[config.mk]
export PLATFORM = sky130hd
export DESIGN_NAME = register_file_flat
export DESIGN_NICKNAME = d
export VERILOG_FILES = /design/src/rtl/register_file_pkg.sv /design/src/rtl/register_file_if.sv /design/src/rtl/register_file_read_port.sv /design/src/rtl/register_file.sv /design/src/flat_wrapper.sv
export SDC_FILE = /design/constraint.sdc
export NUM_CORES = 2
export LEC_CHECK = 0
export CORE_MARGIN = 8
export CORE_UTILIZATION = 35
export DETAILED_ROUTE_END_ITERATION = 12
export GPL_ROUTABILITY_DRIVEN = 0
export PLACE_DENSITY = 0.48
export SLEW_MARGIN = 0
export SYNTH_ARGS = -nofsm -noshare
export SYNTH_HDL_FRONTEND = slang
export SYNTH_SLANG_ARGS = --single-unit
[constraint.sdc]
create_clock -name clk -period 3.15 [get_ports clk]
set_clock_uncertainty 0.1 [all_clocks]
set_input_delay 0.63 -clock clk [delete_from_list [all_inputs] [get_ports clk]]
set_output_delay 0.63 -clock clk [all_outputs]
set_load 0.01 [all_outputs]
[src/rtl/register_file_pkg.sv]
// Shared sizing constants and types for the 32 x 32 RISC-V integer register file.
package register_file_pkg;
  localparam int DATA_WIDTH = 32;
  localparam int ADDR_WIDTH = 5;
  localparam int NUM_REGS   = 2 ** ADDR_WIDTH;

  typedef logic [ADDR_WIDTH-1:0] reg_addr_t;
  typedef logic [DATA_WIDTH-1:0] reg_data_t;

  localparam reg_addr_t ZERO_REG = '0;
endpackage

[src/rtl/register_file_if.sv]
// Decode/writeback-facing bus of the register file: one write port, two read ports.
interface register_file_if;
  import register_file_pkg::*;

  logic      RW;
  reg_addr_t DA;
  reg_addr_t AA;
  reg_addr_t BA;
  reg_data_t D;
  reg_data_t A;
  reg_data_t B;

  modport master (output RW, DA, AA, BA, D, input A, B);
  modport slave  (input RW, DA, AA, BA, D, output A, B);
endinterface

[src/rtl/register_file_read_port.sv]
// Combinational read mux; address 0 is forced to zero since x0 has no storage.
module regfile_read_port
  import register_file_pkg::*;
(
  input  reg_addr_t addr_i,
  input  reg_data_t regs_i [1:NUM_REGS-1],
  output reg_data_t data_o
);

  always_comb begin
    data_o = '0;
    if (addr_i != ZERO_REG) data_o = regs_i[addr_i];
  end

endmodule

[src/rtl/register_file.sv]
// 32 x 32 register file: synchronous write port D, asynchronous read ports A/B, x0 hardwired to 0.
module register_file
  import register_file_pkg::*;
(
  input  logic          clk,
  input  logic          rst_n,
  register_file_if.slave bus
);

  // Entries 1..31 only; x0 is produced by the read ports, so writes to it have nowhere to land.
  reg_data_t regs_q [1:NUM_REGS-1];
  reg_data_t regs_d [1:NUM_REGS-1];

  always_comb begin
    regs_d = regs_q;
    if (bus.RW && (bus.DA != ZERO_REG)) regs_d[bus.DA] = bus.D;
  end

  always_ff @(posedge clk or negedge rst_n) begin
    if (!rst_n) begin
      for (int i = 1; i < NUM_REGS; i++) regs_q[i] <= '0;
    end else begin
      regs_q <= regs_d;
    end
  end

  // No write-to-read bypass: forwarding is left to the pipeline.
  regfile_read_port u_port_a (
    .addr_i (bus.AA),
    .regs_i (regs_q),
    .data_o (bus.A)
  );

  regfile_read_port u_port_b (
    .addr_i (bus.BA),
    .regs_i (regs_q),
    .data_o (bus.B)
  );

endmodule

[src/flat_wrapper.sv]
// flat-port wrapper written by rule: the top's interface ports become plain ports
module register_file_flat import register_file_pkg::*;
  (clk, rst_n, bus_RW, bus_DA, bus_AA, bus_BA, bus_D, bus_A, bus_B);
  register_file_if bus_i ();
  input  logic clk;
  input  logic rst_n;
  input wire logic [$bits(bus_i.RW)-1:0] bus_RW;
  input wire logic [$bits(bus_i.DA)-1:0] bus_DA;
  input wire logic [$bits(bus_i.AA)-1:0] bus_AA;
  input wire logic [$bits(bus_i.BA)-1:0] bus_BA;
  input wire logic [$bits(bus_i.D)-1:0] bus_D;
  output wire logic [$bits(bus_i.A)-1:0] bus_A;
  output wire logic [$bits(bus_i.B)-1:0] bus_B;
  assign bus_i.RW = bus_RW;
  assign bus_i.DA = bus_DA;
  assign bus_i.AA = bus_AA;
  assign bus_i.BA = bus_BA;
  assign bus_i.D = bus_D;
  assign bus_A = bus_i.A;
  assign bus_B = bus_i.B;
  register_file u_core (.clk(clk), .rst_n(rst_n), .bus(bus_i));
endmodule
==> results.md <==
* Status: finished with violations
* Failing checks: negative setup slack
* Mapped Area at 53,300 um2
* Routed WL per cell at 30.4 um
* Startpoint Class: input port
* Die span in x at 406 um
* Setup crit end kind: output pin
* RSZ-0062 raised after global routing: yes
* Hold crit path type: in -> async
* Initial Utilization at 35.2%
* Die H at 406 um
* R2r startpoint: u_core.regs_q[612]
* Setup ws final at -0.0132 ns
* Hpwl dp at 125,000 um
* Endpoints failing setup at 1
* Critical-path maximum fanout at 11
* Post-synth cell types at 39
* Row Count at 143
* GRT Resource Usage Total at 23.6%
* Relative slew slack at 55.1%
* Num CTS Buffers at 118
* Antenna Violating Nets Remaining at 0
* Tcrit/Tclk final at 100%
* Fillers at 13,900
* Sequential fraction of the synthesis area at 46.6%
* Initial DRC count at 2,806
* RR Endpoint: u_core.regs_q[612]
* Htree depth at 3
* DR vias at 38,100
* TritonRoute pass-1 iters at 5
* Clk root buf: clkbuf_16
* Largest net degree at the start of global routing at 101
* Cell Count Post-Placement at 6,274
* Pre-CTS setup slack at -1.11 ns
* Fmax at 316 MHz
* Global route overflow at 0
* IO Pins at 114
* Reg2reg setup slack at 2.14 ns
* Nets at 4,483
* Synth area leaders: dfrtp_1 (47%), mux2_2 (23%), mux2i_1 (11%)
* Core Area at 152,000 um2
* Slew @ Worst Pin at 0.672 ns
* CTS Buffer Depth at 3
* Syn_area_per_cell at 13.1 um2
* # clock sinks at 992
* Post-route DRC at 0
* Max FFs per register at 992
* Lkg Pwr at 30.0 nW
* PwrDens at 594 nW/um2
* Power, Total at 40.2 mW
* Final WL at 199,000 um
* Min Clock Period, post-route at 3.16 ns
* Max Transition Viols Final at 0
* Final Hold Fails at 0
* Max-cap viol count at 0
* CTS tree: built
* VDD IR max at 0.000428 V
* Vias in the first global route at 39,400
* Critical path class: in -> out
* Initial antenna violation count at 10
* Arrival @ worst endpoint at 2.43 ns
* First-pass GRT wire length at 288,000 um
* Worst-Skew Late Latency at 0.73 ns
* Reg2Reg Depth at 2
* DP Area at 61,200 um2
* Mapped Nets at 4,113
* Yosys top cell by area: dfrtp_1
* IO buf count at 113
* Syn Inst Count at 4,063
* Post-synth EDFFs at 0
* Biggest register: u_core.regs_q
* Fin area at 67,700 um2
* Synthesis-to-finish area growth at 26.9%
* Non-Filler Instances at 6,560
* Drt via density at 5.81
* Largest regs: u_core.regs_q: 992 flops
* Yosys warnings at 0
* CP required at 2.42 ns
* Async set-or-reset flop fraction in the synthesized netlist at 100%
* Layout cells sized above 1 at 51.7%
* Most common cell after layout, fill and taps aside: mux2_2
* Commonest cells after routing, fill and taps aside: mux2_2 (1,091), dfrtp_1 (992), mux2i_1 (577)
* Clock transition at path regs at 0.06 ns
* Main flop type after synthesis: dfrtp_1
* Yosys top cell area share at 46.6%
* Die area at 165,000 um2
* #FFs+latches synth at 992
synth_stat cells, types with 2 or more instances:
library cell  count
nand2b_1         10
nand2_1          17
nor3b_2           2
buf_6             9
a21oi_1          32
nor2_1           14
or3_1            34
buf_1            16
nand4b_1          3
or2_2             3
a211oi_1         63
mux2_2         1095
a221o_1          32
buf_2           188
nor2b_1          41
a22oi_1          64
a221oi_1         31
o22ai_1         287
clkbuf_1        202
nor4_1           32
nand3_1           2
mux4_2          128
dfrtp_1         992
nor3_1          131
mux2i_1         577
mux2_1           25
nand3b_1          2
buf_4            20
how the worst max path moves through the flow:
stage | start | endpoint | slack (ns) | cells after the start
after floorplan | bus_BA[1] | bus_B[11] | 0.31 | 8
after detailed placement | bus_AA[4] | bus_A[7] | -1.11 | 9
final | bus_BA[1] | bus_B[30] | -0.01 | 9
after global placement | bus_AA[4] | bus_A[7] | -1.11 | 9
after global routing | bus_BA[1] | bus_B[30] | -0.1 | 11
after CTS | u_core.regs_q[760] | bus_B[24] | -0.06 | 6
timing repair:
action	4_1_cts	5_1_grt
buffers inserted	63	21
resized for setup	537	111
gates cloned	9	3
endpoints found under the hold margin	25	0
endpoints found under the setup margin	64	47
pin swaps	102	60
hold buffers	1	0
critical path, cell delays in order:
cell and delay (ns):
buf_16 0.13, buf_12 0.12, buf_6 0.18, buf_4 0.15, mux4_2 0.51, a211oi_2 0.32
nor4_2 0.08, buf_4 0.15, buf_2 0.14
cell families after synthesis:
group | count (synthesis) | synth area share (%)
muxes | 1825 | 39.9
DFF | 992 | 46.6
AOI/OAI and AO/OA | 510 | 6.59
buffers and inverters | 436 | 3.80
and+or+nand+nor | 300 | 3.13
through the flow:
stage	setup TNS (ns)	util (%)	hold slack, ns
2_1_floorplan	0	-	0.234
3_3_place_gp	-48.38	40.4	0.394
3_5_place_dp	-48.20	40.4	0.399
4_1_cts	-0.160	44.2	0.292
5_1_grt	-0.305	44.6	0.316
6_report	-0.0132	44.6	0.325
metal layers:
metal	vias to the layer above	routed length (um)	global-route usage, %	share of wire, %
li1	16300	-	-	-
met1	20400	91300	33.2	46
met2	1076	92000	37.7	46
met3	309	10200	3.73	5.1
met4	4	5870	6.69	2.9
met5	-	27	0	0.014
final cells by class:
cell class | instances | area (um2) | area share [%]
Clock inverter | 25 | 348 | 0.514
Tap cell | 2030 | 2540 | 3.75
Clock buffer | 189 | 3640 | 5.38
Sequential cell | 992 | 24800 | 36.7
Multi-Input combinational cell | 2637 | 28300 | 41.8
Timing Repair Buffer | 684 | 8010 | 11.8
Antenna cell | 3 | 7.51 | 0.0111
where the power goes:
part | internal (mW) | switching [mW]
Combinational | 5.12 | 3.88
Clock | 8.28 | 5.81
Sequential | 15.3 | 1.85
Note: power is estimated with default switching activity, not from simulation.
